$ cat config.mk
export PLATFORM = sky130hd
export DESIGN_NAME = branch_target_buffer_flat
export DESIGN_NICKNAME = d
export VERILOG_FILES = /design/src/rtl/branch_target_buffer_if.sv /design/src/rtl/branch_target_buffer.sv /design/src/flat_wrapper.sv
export SDC_FILE = /design/constraint.sdc
export NUM_CORES = 2
export LEC_CHECK = 0
export CORE_ASPECT_RATIO = 0.7
export CORE_MARGIN = 5
export CORE_UTILIZATION = 25
export CTS_CLUSTER_SIZE = 20
export DETAILED_ROUTE_END_ITERATION = 12
export RECOVER_POWER = 50
export SKIP_CTS_REPAIR_TIMING = 1
export SYNTH_ARGS = -nofsm -noshare
export SYNTH_HDL_FRONTEND = slang
export SYNTH_SLANG_ARGS = --single-unit
$ cat constraint.sdc
create_clock -name clk -period 10.3 [get_ports clk]
set_input_delay 2.06 -clock clk [delete_from_list [all_inputs] [get_ports clk]]
set_output_delay 2.06 -clock clk [all_outputs]
set_load 0.01 [all_outputs]
$ cat src/rtl/branch_target_buffer_if.sv
// ---------------------------------------------------------------------------
// branch_target_buffer_if
// Bundles the fetch-stage lookup signals and the M-stage resolution signals
// used by the branch target buffer.
//   master : pipeline side, drives pcF/stallF/pcsrcPF, the M-stage update
//            (branchM/pcM/pcsrcM/targetM) and the redirect (pmis/fpcM);
//            observes hitF/btb_targetF/predtakenF/npcF
//   slave  : BTB side, the mirror image of master
// ---------------------------------------------------------------------------
interface branch_target_buffer_if;
  logic [31:0] pcF;
  logic        stallF;
  logic        pcsrcPF;
  logic        branchM;
  logic [31:0] pcM;
  logic        pcsrcM;
  logic [31:0] targetM;
  logic        pmis;
  logic [31:0] fpcM;
  logic        hitF;
  logic [31:0] btb_targetF;
  logic        predtakenF;
  logic [31:0] npcF;

  modport master (
    output pcF, stallF, pcsrcPF, branchM, pcM, pcsrcM, targetM, pmis, fpcM,
    input  hitF, btb_targetF, predtakenF, npcF
  );

  modport slave (
    input  pcF, stallF, pcsrcPF, branchM, pcM, pcsrcM, targetM, pmis, fpcM,
    output hitF, btb_targetF, predtakenF, npcF
  );
endinterface

$ cat src/rtl/branch_target_buffer.sv
// ---------------------------------------------------------------------------
// branch_target_buffer
// Fetch-stage next-PC generator with a 2-way set-associative branch target
// buffer. Lookups are combinational on pcF; taken branches resolved in M are
// written into the buffer on the clock edge. A mispredict redirect overrides
// every other next-PC source.
// Ports:
//   clk  : clock
//   rst  : synchronous, active-high reset (clears all valid and lru bits)
//   bus  : branch_target_buffer_if.slave
//          in  pcF, stallF, pcsrcPF        fetch PC, stall, direction guess
//          in  branchM, pcM, pcsrcM, targetM  M-stage branch resolution
//          in  pmis, fpcM                  mispredict redirect
//          out hitF, btb_targetF, predtakenF, npcF
// ---------------------------------------------------------------------------
module branch_target_buffer #(
  parameter int INDEX_W = 4,
  parameter int TAG_W   = 8
) (
  input  logic                    clk,
  input  logic                    rst,
  branch_target_buffer_if.slave   bus
);

  localparam int SETS = 1 << INDEX_W;

  logic [SETS-1:0]  valid0;
  logic [SETS-1:0]  valid1;
  logic [SETS-1:0]  lru;
  logic [TAG_W-1:0] tag0 [SETS];
  logic [TAG_W-1:0] tag1 [SETS];
  logic [31:0]      tgt0 [SETS];
  logic [31:0]      tgt1 [SETS];

  logic [INDEX_W-1:0] idxF;
  logic [TAG_W-1:0]   tagF;
  logic               hitWay0F;
  logic               hitWay1F;

  logic [INDEX_W-1:0] idxM;
  logic [TAG_W-1:0]   tagM;
  logic               updEn;
  logic               updHit0;
  logic               updHit1;
  logic               updWay;

  // Upper and byte-offset bits of pcM never take part in indexing or tagging.
  logic unusedPcM;
  assign unusedPcM = &{1'b0, bus.pcM[31:INDEX_W+TAG_W+2], bus.pcM[1:0]};

  // Fetch lookup. Hits are masked while rst is high so the reset cycle itself
  // already reports a miss, before the arrays have actually been cleared.
  // If both ways ever matched, way0 takes priority.
  always_comb begin
    idxF     = bus.pcF[INDEX_W+1:2];
    tagF     = bus.pcF[INDEX_W+TAG_W+1:INDEX_W+2];
    hitWay0F = !rst && valid0[idxF] && (tag0[idxF] == tagF);
    hitWay1F = !rst && valid1[idxF] && (tag1[idxF] == tagF);

    bus.hitF        = hitWay0F || hitWay1F;
    bus.btb_targetF = 32'h0;
    if (hitWay0F) begin
      bus.btb_targetF = tgt0[idxF];
    end else if (hitWay1F) begin
      bus.btb_targetF = tgt1[idxF];
    end
    bus.predtakenF = bus.pcsrcPF && bus.hitF;

    // Redirect beats stall, stall beats prediction, prediction beats pc+4.
    if (bus.pmis) begin
      bus.npcF = bus.fpcM;
    end else if (bus.stallF) begin
      bus.npcF = bus.pcF;
    end else if (bus.predtakenF) begin
      bus.npcF = bus.btb_targetF;
    end else begin
      bus.npcF = bus.pcF + 32'd4;
    end
  end

  // Way selection for the M-stage write: refresh a matching way, otherwise
  // fill the lowest empty way, otherwise evict the way named by lru.
  always_comb begin
    idxM    = bus.pcM[INDEX_W+1:2];
    tagM    = bus.pcM[INDEX_W+TAG_W+1:INDEX_W+2];
    updEn   = bus.branchM && bus.pcsrcM;
    updHit0 = valid0[idxM] && (tag0[idxM] == tagM);
    updHit1 = valid1[idxM] && (tag1[idxM] == tagM);

    if (updHit0) begin
      updWay = 1'b0;
    end else if (updHit1) begin
      updWay = 1'b1;
    end else if (!valid0[idxM]) begin
      updWay = 1'b0;
    end else if (!valid1[idxM]) begin
      updWay = 1'b1;
    end else begin
      updWay = lru[idxM];
    end
  end

  // Storage update. Every write case leaves lru pointing at the way that was
  // not just written, so one assignment covers hit, fill and eviction.
  // Writing the tag again on a hit is harmless since it is unchanged.
  always_ff @(posedge clk) begin
    if (rst) begin
      valid0 <= '0;
      valid1 <= '0;
      lru    <= '0;
      for (int i = 0; i < SETS; i++) begin
        tag0[i] <= '0;
        tag1[i] <= '0;
        tgt0[i] <= '0;
        tgt1[i] <= '0;
      end
    end else if (updEn) begin
      if (!updWay) begin
        valid0[idxM] <= 1'b1;
        tag0[idxM]   <= tagM;
        tgt0[idxM]   <= bus.targetM;
      end else begin
        valid1[idxM] <= 1'b1;
        tag1[idxM]   <= tagM;
        tgt1[idxM]   <= bus.targetM;
      end
      lru[idxM] <= ~updWay;
    end
  end

endmodule
$ cat src/flat_wrapper.sv
// flat-port wrapper written by rule: the top's interface ports become plain ports
module branch_target_buffer_flat 
#(
  parameter int INDEX_W = 4,
  parameter int TAG_W   = 8
)
  (clk, rst, bus_pcF, bus_stallF, bus_pcsrcPF, bus_branchM, bus_pcM, bus_pcsrcM, bus_targetM, bus_pmis, bus_fpcM, bus_hitF, bus_btb_targetF, bus_predtakenF, bus_npcF);
  branch_target_buffer_if bus_i ();
  input  logic clk;
  input  logic rst;
  input wire logic [$bits(bus_i.pcF)-1:0] bus_pcF;
  input wire logic [$bits(bus_i.stallF)-1:0] bus_stallF;
  input wire logic [$bits(bus_i.pcsrcPF)-1:0] bus_pcsrcPF;
  input wire logic [$bits(bus_i.branchM)-1:0] bus_branchM;
  input wire logic [$bits(bus_i.pcM)-1:0] bus_pcM;
  input wire logic [$bits(bus_i.pcsrcM)-1:0] bus_pcsrcM;
  input wire logic [$bits(bus_i.targetM)-1:0] bus_targetM;
  input wire logic [$bits(bus_i.pmis)-1:0] bus_pmis;
  input wire logic [$bits(bus_i.fpcM)-1:0] bus_fpcM;
  output wire logic [$bits(bus_i.hitF)-1:0] bus_hitF;
  output wire logic [$bits(bus_i.btb_targetF)-1:0] bus_btb_targetF;
  output wire logic [$bits(bus_i.predtakenF)-1:0] bus_predtakenF;
  output wire logic [$bits(bus_i.npcF)-1:0] bus_npcF;
  assign bus_i.pcF = bus_pcF;
  assign bus_i.stallF = bus_stallF;
  assign bus_i.pcsrcPF = bus_pcsrcPF;
  assign bus_i.branchM = bus_branchM;
  assign bus_i.pcM = bus_pcM;
  assign bus_i.pcsrcM = bus_pcsrcM;
  assign bus_i.targetM = bus_targetM;
  assign bus_i.pmis = bus_pmis;
  assign bus_i.fpcM = bus_fpcM;
  assign bus_hitF = bus_i.hitF;
  assign bus_btb_targetF = bus_i.btb_targetF;
  assign bus_predtakenF = bus_i.predtakenF;
  assign bus_npcF = bus_i.npcF;
  branch_target_buffer #(.INDEX_W(INDEX_W), .TAG_W(TAG_W)) u_core (.clk(clk), .rst(rst), .bus(bus_i));
endmodule
==> results by group <==
Timing
  • F_max: 103.8 MHz
  • Rel. slew slack: -69.71%
  • RSZ-0062 raised after global routing: false
  • Clock Skews: 0.02784 ns
  • Final setup margin: 0.6690 ns
  • Setup Viol. Count Final: 0
  • Final Critical Period: around 9.6 ns
  • Final worst-path cycle share: 93.50%
  • Final Max Slew Viols: 485
  • Worst slew pin tran: 2.546 ns
  • Setup TNS: 0 ns
  • Hold Vio Cnt, Final: 0

Place
  • GPL Wtd Cong: 0.8710
  • DP Area: roughly 0.07 sq mm
  • Port bufs: 180
  • Dpl ws: 0.9442 ns
  • Dpl cells: 7576
  • Placed wire-length estimate: 132900 um

Logic synthesis
  • Most used DFF post-synth: edfxtp_1
  • Avg Cell Area, Syn: 15.02 sq um
  • Synthesized cell area: 0.06454 sq mm
  • Post-synth EDFFs: about 1300
  • Post-Synth Adder-Cell Area: less than 1%
  • Synth Area in XOR/XNOR: less than 1%
  • Post-synth ARST share: 0%
  • Sequential area share after synthesis: approximately three fifths
  • Yosys reg bits: ~1300
  • Synth Area in Compound Gates: 2.518%
  • Yosys cell types: between 70 and 80
  • Synth warn: 0
  • Simple logic cell fraction of the synthesized area: 15.23%
  • Multiplexer share of the synthesized area: between 10% and 20%
  • Largest family of logic cells by synthesized area: multiplexers
  • Syn nets: 4434
  • Synth Instances: 4298

Layout
  • Filler instances: ~26000
  • Commonest non-fill, non-tap cell in the layout: edfxtp_1
  • Fraction of layout cells with a size suffix above 1: 18.98%
  • Fin area: 0.07436 sq mm
  • Area of the multi-input gates: 0.02345 sq mm
  • Post-layout net count: 4453
  • FF+latch area: 0.03940 sq mm
  • Leading cell types in the layout, fill and taps excluded: edfxtp_1, and2_1, mux4_2, and2_0, clkdlybuf4s50_1
  • Finished Layout Cells: 7837
  • Area growth, synth to finish: 15.22%

Setup path
  • CP Launch Point: bus_pcM[2]
  • CP endpoint kind: flip-flop
  • Startpoint Class: input pin
  • R2r startpoint: u_core.tag0[2][1]
  • Arr. time, crit path: 10.27 ns
  • Setup CP Type: input pin to flip-flop
  • Critical Path Fanout Max: around 60
  • Crit path required time: 10.94 ns
  • R2R depth: 11

Floorplanning
  • Starting density of the core: approximately 25%
  • Die height: 435.1 um
  • Die W: 617.3 um
  • Core area: 0.2576 sq mm
  • Total die area: ~0.27 sq mm
  • Site row count: 156
  • # IOs: 201

Outcome
  • Failing checks: capacitance limit, slew limit
  • Status: complete, but fails checks

Routing
  • Avg WL per Cell: 28.62 um
  • DRC Markers: 0
  • Pre-Repair DR Iteration Count: 8
  • Iter 0 DRT Violations: 5825
  • Total number of vias: 39150
  • Routed WL: 224300 um
  • ANT nets after route: 0
  • Via density: 4.995

Worst hold path
  • Hold depth: 1
  • Worst Hold Launch: u_core.valid1[15]
  • Hold/Removal Path Class: flip-flop to flip-flop

Power
  • Cell Pwr Density: 165.4 mW/mm^2
  • Peak supply drop: roughly 160 uV
  • Cell leakage power: roughly 25 nW

Clocking
  • Clock root buffer: clkbuf_16
  • TritonCTS Buffers: between 100 and 150
  • CTS sink count: 1328
  • CTS H-Tree Depth: 4
  • Worst-skew pair later-pin latency: 0.80 ns
  • CTS tree: done
  • Clock Path Buffers: 3
  • Clk slew on worst S/H paths: about 0.060 ns

Global route
  • First-pass GRT wire length: 309700 um
  • Number of antenna violations at the first check in global routing: 42
  • GRT Total Usage: 16.21%
  • GR Overflow Total: 0
  • Largest net degree at the start of global routing: 112
  • Vias in the first global route: 38870

Job
  • Max-Cap Viols: 24
-- power by group --
part	internal, mW	switching [mW]	leakage, nW	total (mW)
Sequential	6.14	0.0731	13.1	6.22
Clock	2.73	2.22	2.08	4.95
Combinational	0.429	0.701	10.2	1.13
Total	9.31	2.99	25.4	12.3
-- through the flow --
stage          hold slack, ns  power, mW  util [%]
6_report               0.4774      12.30     28.86
5_1_grt                0.4998      12.63     28.85
4_1_cts                0.4733      12.33     28.99
3_5_place_dp           0.4596      7.457     27.32
3_3_place_gp           0.4489      7.435     27.32
2_1_floorplan          0.4348      6.955         -
-- registers in the layout, summed over array words and instances (netlist names) --
register / count
u_core.lru: 16
u_core.valid0: 16
u_core.tgt0: 512
u_core.tag1: 128
u_core.tag0: 128
u_core.valid1: 16
u_core.tgt1: 512
-- metal layers --
layer / vias to the layer above / wire length, um / part of all wire (%) / track usage [%]
li1: 15990 / - / - / -
met1: 20400 / 87690 / 39 / 21.70
met2: 2364 / 100800 / 45 / 24.76
met3: 385 / 24720 / 11 / 4.006
met4: 6 / 11030 / 4.9 / 7.427
met5: - / 35 / 0.016 / 0
-- critical path: stages --
cell and delay [ns]:
clkbuf_2 1.73, clkbuf_1 1.16, mux4_2 0.66, mux4_2 0.48
xor2_1 0.18, nor4_1 0.75, nand4_1 0.38, o21ai_4 0.42
nand2_1 0.27, nor2_2 1.61, buf_12 0.32, and2_1 0.16
-- synth_stat cells, types with 6 or more instances --
master	n	share of area [%]
o21a_1	7	0.081
nor4_1	6	0.058
buf_2	72	0.56
nor2_2	16	0.16
a21oi_1	38	0.29
edfxtp_1	1280	60
o22ai_1	12	0.12
mux4_2	448	16
dfxtp_1	48	1.5
and2_1	1291	13
a21boi_0	7	0.081
nand2_1	128	0.74
o21ai_1	6	0.047
buf_4	17	0.20
nand4_1	9	0.087
o21ai_0	39	0.30
a22oi_1	18	0.21
inv_1	19	0.11
a221oi_1	8	0.11
a21o_1	39	0.45
xnor2_1	25	0.34
nand3_1	18	0.14
clkbuf_1	247	1.4
nor3_1	11	0.085
a211oi_1	6	0.070
clkbuf_2	51	0.40
xor2_1	9	0.12
a22o_1	7	0.095
nor2b_1	10	0.097
buf_1	32	0.19
buf_6	9	0.16
and3_1	16	0.16
mux2_2	7	0.12
nand2b_1	7	0.068
o31ai_1	14	0.16
nor2_1	126	0.73
mux2i_1	123	1.9
-- final cells by class --
cell class,count,area share [%]
flip-flops and latches,1328,52.98
multi-input cells,2520,31.53
well taps,3397,5.716
clock buffers,175,4.871
repair buffers,309,3.803
clock inverters,66,0.9120
inverters,22,0.1211
diodes,20,0.06730
-- logic make-up after synthesis --
family | Yosys count
AOI/OAI and AO/OA | 237
xor gates and xnor gates | 34
adders and majority gates | 1
buffers and inverters | 450
DFF | 1328
muxes | 578
and+or+nand+nor | 1670
-- final timing paths --
path	end	slack, ns
worst min-delay path	u_core.valid1[15]	0.48
worst max register to register	u_core.tgt1[5][14]	4.20
worst min register to register	u_core.valid1[15]	0.48
worst max-delay path	u_core.tgt0[5][13]	0.67
Note: power is estimated with default switching activity, not from simulation.
